--- config.mk ---
export PLATFORM = sky130hd
export DESIGN_NAME = washer_ctrl_prog
export DESIGN_NICKNAME = d
export VERILOG_FILES = /design/src/rtl/washer_ctrl_prog.sv
export SDC_FILE = /design/constraint.sdc
export NUM_CORES = 1
export LEC_CHECK = 0
export BUFFER_PORTS_ARGS = -buffer_cell sky130_fd_sc_hd__clkbuf_2
export CAP_MARGIN = 20
export CORE_MARGIN = 5
export CORE_UTILIZATION = 53
export CTS_BUF_LIST = sky130_fd_sc_hd__clkbuf_4 sky130_fd_sc_hd__clkbuf_8
export CTS_CLUSTER_DIAMETER = 150
export DETAILED_ROUTE_END_ITERATION = 6
export PLACE_DENSITY = 0.89
export SLEW_MARGIN = 20
export SYNTH_ARGS = -nofsm -noshare
export SYNTH_HDL_FRONTEND = slang
export SYNTH_SLANG_ARGS = --single-unit
--- constraint.sdc ---
create_clock -name clk -period 2.5 [get_ports clk]
set_input_delay 0.5 -clock clk [delete_from_list [all_inputs] [get_ports clk]]
set_output_delay 0.5 -clock clk [all_outputs]
set_load 0.005 [all_outputs]
--- src/rtl/washer_ctrl_prog.sv ---
// Programmable washing-machine controller: self-timed wash/spin phases,
// programmable rinse passes, pause in agitate/spin, and fill/drain
// watchdogs that latch a fault state until cleared.
module washer_ctrl_prog #(
  parameter int unsigned TW        = 16,
  parameter int unsigned RINSE_MAX = 3,
  parameter int unsigned RW        = 2,
  parameter int unsigned FILL_TO   = 1000,
  parameter int unsigned DRAIN_TO  = 1000
) (
  input  logic          clk,
  input  logic          rst,
  input  logic          start,
  input  logic          doorclose,
  input  logic          filled,
  input  logic          drained,
  input  logic          detergent,
  input  logic          pause,
  input  logic          fault_clr,
  input  logic [TW-1:0] wash_time,
  input  logic [TW-1:0] spin_time,
  input  logic [RW-1:0] rinse_req,
  output logic          doorlock,
  output logic          fillvalve_on,
  output logic          drainvalve_on,
  output logic          motor_on,
  output logic          soap_wash,
  output logic          water_wash,
  output logic          done,
  output logic          fault,
  output logic [2:0]    state_out,
  output logic [RW-1:0] rinse_left
);

  localparam int unsigned WD_MAX = (FILL_TO > DRAIN_TO) ? FILL_TO : DRAIN_TO;
  localparam int unsigned WDW    = $clog2(WD_MAX + 1);
  localparam logic [WDW-1:0] FILL_LAST  = WDW'(FILL_TO - 1);
  localparam logic [WDW-1:0] DRAIN_LAST = WDW'(DRAIN_TO - 1);
  localparam logic [RW-1:0]  RMAX       = RW'(RINSE_MAX);

  typedef enum logic [2:0] {
    S_IDLE  = 3'd0,
    S_FILL  = 3'd1,
    S_ADD   = 3'd2,
    S_WASH  = 3'd3,
    S_DRAIN = 3'd4,
    S_SPIN  = 3'd5,
    S_FAULT = 3'd6
  } state_e;

  state_e          state_q, state_d;
  logic [TW-1:0]   timer_q, timer_d;
  logic [TW-1:0]   wash_q, wash_d;
  logic [TW-1:0]   spin_q, spin_d;
  logic [WDW-1:0]  wd_q, wd_d;
  logic [RW-1:0]   rl_q, rl_d;
  logic            rp_q, rp_d;
  logic [RW-1:0]   rinse_clamp;

  logic doorlock_d, fill_d, drain_d, motor_d, soap_d, water_d, done_d, fault_d;

  assign rinse_clamp = (rinse_req > RMAX) ? RMAX : rinse_req;
  assign state_out   = state_q;
  assign rinse_left  = rl_q;

  // State and datapath registers
  always_ff @(posedge clk or negedge rst) begin
    if (!rst) begin
      state_q <= S_IDLE;
      timer_q <= '0;
      wash_q  <= '0;
      spin_q  <= '0;
      wd_q    <= '0;
      rl_q    <= '0;
      rp_q    <= 1'b0;
    end else begin
      state_q <= state_d;
      timer_q <= timer_d;
      wash_q  <= wash_d;
      spin_q  <= spin_d;
      wd_q    <= wd_d;
      rl_q    <= rl_d;
      rp_q    <= rp_d;
    end
  end

  // Next-state, phase timer, watchdog and rinse bookkeeping
  always_comb begin
    state_d = state_q;
    timer_d = timer_q;
    wash_d  = wash_q;
    spin_d  = spin_q;
    wd_d    = wd_q;
    rl_d    = rl_q;
    rp_d    = rp_q;

    case (state_q)
      S_IDLE: begin
        if (start && doorclose) begin
          state_d = S_FILL;
          wash_d  = wash_time;
          spin_d  = spin_time;
          rl_d    = rinse_clamp;
          rp_d    = 1'b0;
        end
      end
      S_FILL: begin
        if (filled)                state_d = rp_q ? S_WASH : S_ADD;
        else if (wd_q >= FILL_LAST) state_d = S_FAULT;
      end
      S_ADD: begin
        if (detergent) state_d = S_WASH;
      end
      S_WASH: begin
        if (!pause && (timer_q == '0)) state_d = S_DRAIN;
      end
      S_DRAIN: begin
        if (drained) begin
          if (rl_q == '0) begin
            state_d = S_SPIN;
          end else begin
            state_d = S_FILL;
            rl_d    = rl_q - RW'(1);
            rp_d    = 1'b1;
          end
        end else if (wd_q >= DRAIN_LAST) begin
          state_d = S_FAULT;
        end
      end
      S_SPIN: begin
        if (!pause && (timer_q == '0)) state_d = S_IDLE;
      end
      S_FAULT: begin
        if (fault_clr) state_d = S_IDLE;
      end
      default: state_d = S_IDLE;
    endcase

    // Phase timer loads on entry and counts down only while running unpaused
    if ((state_d != state_q) && (state_d == S_WASH)) begin
      timer_d = wash_q;
    end else if ((state_d != state_q) && (state_d == S_SPIN)) begin
      timer_d = spin_q;
    end else if (((state_q == S_WASH) || (state_q == S_SPIN)) && !pause && (timer_q != '0)) begin
      timer_d = timer_q - TW'(1);
    end

    // Watchdog clears on entry to FILL/DRAIN and saturates rather than wrapping
    if ((state_d != state_q) && ((state_d == S_FILL) || (state_d == S_DRAIN))) begin
      wd_d = '0;
    end else if (((state_q == S_FILL) || (state_q == S_DRAIN)) && (wd_q != '1)) begin
      wd_d = wd_q + WDW'(1);
    end
  end

  // Output decode from the next state so outputs move with state_out
  always_comb begin
    doorlock_d = 1'b0;
    fill_d     = 1'b0;
    drain_d    = 1'b0;
    motor_d    = 1'b0;
    soap_d     = 1'b0;
    water_d    = 1'b0;
    fault_d    = 1'b0;
    done_d     = (state_q == S_SPIN) && (state_d == S_IDLE);
    case (state_d)
      S_FILL:  begin doorlock_d = 1'b1; fill_d = 1'b1; end
      S_ADD:   begin doorlock_d = 1'b1; soap_d = 1'b1; end
      S_WASH:  begin
        doorlock_d = 1'b1;
        soap_d     = ~rp_d;
        water_d    = rp_d;
        motor_d    = ~pause;
      end
      S_DRAIN: begin doorlock_d = 1'b1; drain_d = 1'b1; end
      S_SPIN:  begin
        doorlock_d = 1'b1;
        drain_d    = 1'b1;
        water_d    = 1'b1;
        motor_d    = ~pause;
      end
      S_FAULT: begin doorlock_d = 1'b1; drain_d = 1'b1; fault_d = 1'b1; end
      default: ;
    endcase
  end

  // Registered actuator and status outputs
  always_ff @(posedge clk or negedge rst) begin
    if (!rst) begin
      doorlock      <= 1'b0;
      fillvalve_on  <= 1'b0;
      drainvalve_on <= 1'b0;
      motor_on      <= 1'b0;
      soap_wash     <= 1'b0;
      water_wash    <= 1'b0;
      done          <= 1'b0;
      fault         <= 1'b0;
    end else begin
      doorlock      <= doorlock_d;
      fillvalve_on  <= fill_d;
      drainvalve_on <= drain_d;
      motor_on      <= motor_d;
      soap_wash     <= soap_d;
      water_wash    <= water_d;
      done          <= done_d;
      fault         <= fault_d;
    end
  end

endmodule

==> results.txt <==
----------------------------------------------------
[Setup path]
  First element of the critical path ... timer_q[6]
  Signal arrival time at the worst endpoint ... 2.79 ns
  Element type at the critical path end ... register
  Data required time at the worst endpoint ... 2.78 ns
  Highest-delay cell along the critical path ... or3_4
  Startpoint types ... register
  Critical path peak fanout ... 10
  Critical Path, Cell by Cell ... nor4_2 > nand4_1 > or3_4 > o311ai_4 > buf_4 > nor2b_1 > o21a_1 > buf_12 > nor2_2
  Worst R2R Start ... timer_q[6]
  Worst path max stage delay ... 0.44 ns
  Critical Setup Path Class ... register to register

[Timing]
  Final min period ... 2.51 ns
  Aggregate negative setup slack ... -0.0214 ns
  Worst-case setup margin in the final layout ... -0.0135 ns
  Number of pins with negative max-slew slack in the final report ... 0
  Unrepaired setup endpoints after global routing ... yes
  Skew final ... 0.0120 ns
  Max Freq ... 398 MHz
  Final setup vio count ... 3
  Hold violation total from the final report ... 0
  Fin crit share ... 1.01
  Worst-margin pin slew ... 0.476 ns
  Worst slew margin relative to its limit ... 0.679

[Synthesis]
  Count of flip-flops with a built-in enable after synthesis ... 0
  Count of mapped cells out of synthesis ... 397
  Most area-hungry cell type in the Yosys netlist ... dfrtp_1
  Post-synthesis area per instance ... 9.15 µm²
  Async SR Flop Fraction ... 1.00
  Most common flop cell mapped by yosys ... dfrtp_1
  Cell area after synthesis ... 0.00363 mm²
  Synth top area share ... 0.496
  Count of unique library cells instantiated by Yosys ... 54
  Seq cells post-synth ... 72
  Leading post-synthesis cells by cell area ... dfrtp_1 (50%), nand2_1 (9.2%), nor2_1 (3.7%), xnor2_1 (3.6%), o22ai_1 (2.8%)
  Post-synth net total ... 444
  Total number of yosys warnings ... 0
  Register area share after synthesis ... 0.496

[Detailed routing]
  Vias per Instance ... 5.51
  Detailed-route via count ... 3093
  ANT nets after route ... 0
  Violation count after the first detailed-route iteration ... 202
  Mean routed wirelength per cell ... 15.1 µm
  DR DRC count ... 0
  Number of optimization iterations in the first detailed-route pass ... 4
  Post-detailed-routing wire length ... 8.45 mm

[Final layout]
  Leading cell types in the layout, fill and taps excluded ... nand2_1 (89), dfrtp_1 (71), clkbuf_2 (54), nor2_1 (32), buf_4 (27)
  Antenna diode count ... 0
  Most common cell after layout, fill and taps aside ... nand2_1
  Count of fill cells added during filler insertion ... 502
  Nets ... 523
  Growth of design area from synthesis to finish ... 23.9%
  Layout cell share with drive strength beyond 1 ... 0.268

[Clock tree]
  Number of levels the H-tree was split into ... 3
  CTS tree ... done
  Clock Path Buffers ... 2
  CTS Buf Count ... 9
  Later-pin clock latency in the skew report ... 0.36 ns
  Total number of clock tree sinks ... 72
  Clk slew on worst S/H paths ... 0.08 ns
  Cell at the root of the clock tree ... clkbuf_8

[Power]
  Power Density ... 1140 mW/mm²
  Maximum resistive drop on vdd ... 0.000556 V
  Leak pwr ... 2.15 nW
  Power Total ... 5.14 mW

[Global route]
  Overflow left after global routing ... 0
  Via count of the first global-routing pass ... 3066
  Maximum number of pins on one net before global-route repair ... 73
  GRT Util Overall ... 0.200
  First-pass GRT wire length ... 13.9 mm
  Initial antenna violation count ... 0

[Floorplanning]
  Die footprint ... 0.00861 mm²
  I/O pins ... 56
  Area of the core ... 0.00672 mm²
  Site row count ... 30
  Vertical extent of the die ... 92.8 µm
  Width of the chip ... 92.8 µm
  Initial standard-cell utilization of the core ... 0.540

[Run]
  Max cap viols ... 0

[Placement]
  Port Buf Inserts ... 55
  HPWL after DPL ... 5.78 mm
  Gpl congestion ... 0.833

[Status]
  Outcome ... complete, but fails checks
  Violated checks ... negative setup slack

[Hold path]
  Worst min path class ... primary input to async pin

----------------------------------------------------
[state kept, by name (all words and copies together) (netlist names), 2 cells and up]
name / count
rinse_left: 2
wd_q: 10
wash_q: 16
state_out: 3
timer_q: 16
spin_q: 16
[synth_stat cells (3+ instances only)]
library cell,n
nand3_1,3
o22ai_1,16
a211oi_1,7
inv_1,24
nor2_1,36
o21ai_0,14
dfrtp_1,72
nand4_1,5
a21oi_1,14
xnor2_1,15
o21a_1,3
xor2_1,9
nor3b_1,3
nor4b_1,4
a31oi_1,3
nand2_1,89
ha_1,4
and3_1,3
nor3_1,8
clkbuf_1,13
nand2b_1,3
a211o_1,7
[logic make-up (layout without fill, tap and decap cells)]
| group | after synthesis | in the layout | synth area share |
|---|---|---|---|
| adders and majority gates | 4 | 4 | 0.0138 |
| buffers and inverters | 42 | 125 | 0.0462 |
| and+or+nand+nor | 176 | 177 | 0.233 |
| muxes | 1 | 1 | 0.00276 |
| xor gates and xnor gates | 24 | 24 | 0.0579 |
| AOI/OAI and AO/OA | 78 | 78 | 0.150 |
| DFF | 72 | 72 | 0.496 |
[repair_timing]
action | CTS | global route
setup endpoints to repair | 10 | 26
setup buffers | 0 | 6
pin swaps | 0 | 4
gates resized for setup | 1 | 20
cloned | 0 | 1
hold buffers | 0 | 0
[through the flow]
step                      cells  area (µm²)   util  setup WS (ns)  hold slack [ns]
final                       561        4500  0.670        -0.0135            0.152
after global routing        561        4500  0.670        -0.0761            0.192
after CTS                   554        4350  0.647        0.00693            0.169
after detailed placement    538        4140  0.616        -0.0253            0.463
after global placement      538        4140  0.616         0.0695            0.458
after floorplan             397        3640      -       -0.00976            0.204
[per-layer routing]
metal | up-vias | track usage | wire, µm
met2 | 102 | 0.301 | 3930
met1 | 1450 | 0.274 | 3900
met4 | 0 | 0.0818 | 170
li1 | 1525 | - | -
met3 | 16 | 0.0504 | 450
met5 | - | 0 | 0
[worst max-delay path, delay by kind of cell (launching register included)]
kind                   cells  cell delay, ns
DFF                        1            0.39
AOI/OAI and AO/OA          2            0.62
buffers and inverters      2            0.34
and+or+nand+nor            5            1.08
[power breakdown]
part / switching [mW] / total (mW) / internal, mW
Sequential: 0.420 / 2.10 / 1.68
Combinational: 1.13 / 2.10 / 0.965
Clock: 0.435 / 0.946 / 0.511
Total: 1.99 / 5.14 / 3.15
[path summary, 6_finish.rpt]
kind                                       to  slack, ns  cells past startpoint
worst min-delay path                  wd_q[1]       0.15                      2
worst min register to register     spin_q[14]       0.49                      2
max in group asynchronous       rinse_left[0]       2.00                      2
worst max register to register        wd_q[3]      -0.01                      9
worst max-delay path                  wd_q[3]      -0.01                      9
min in group clk                   spin_q[11]       0.33                      3
[area by class of cell]
cell class,instances,area [µm²],area share
clock buffers,11,151,0.0336
well taps,80,100,0.0222
clock inverters,5,55.1,0.0122
repair buffers,85,529,0.118
flip-flops and latches,72,1800,0.401
multi-input cells,284,1770,0.393
inverters,24,90.1,0.0200
(Power assumes the default switching activity.)
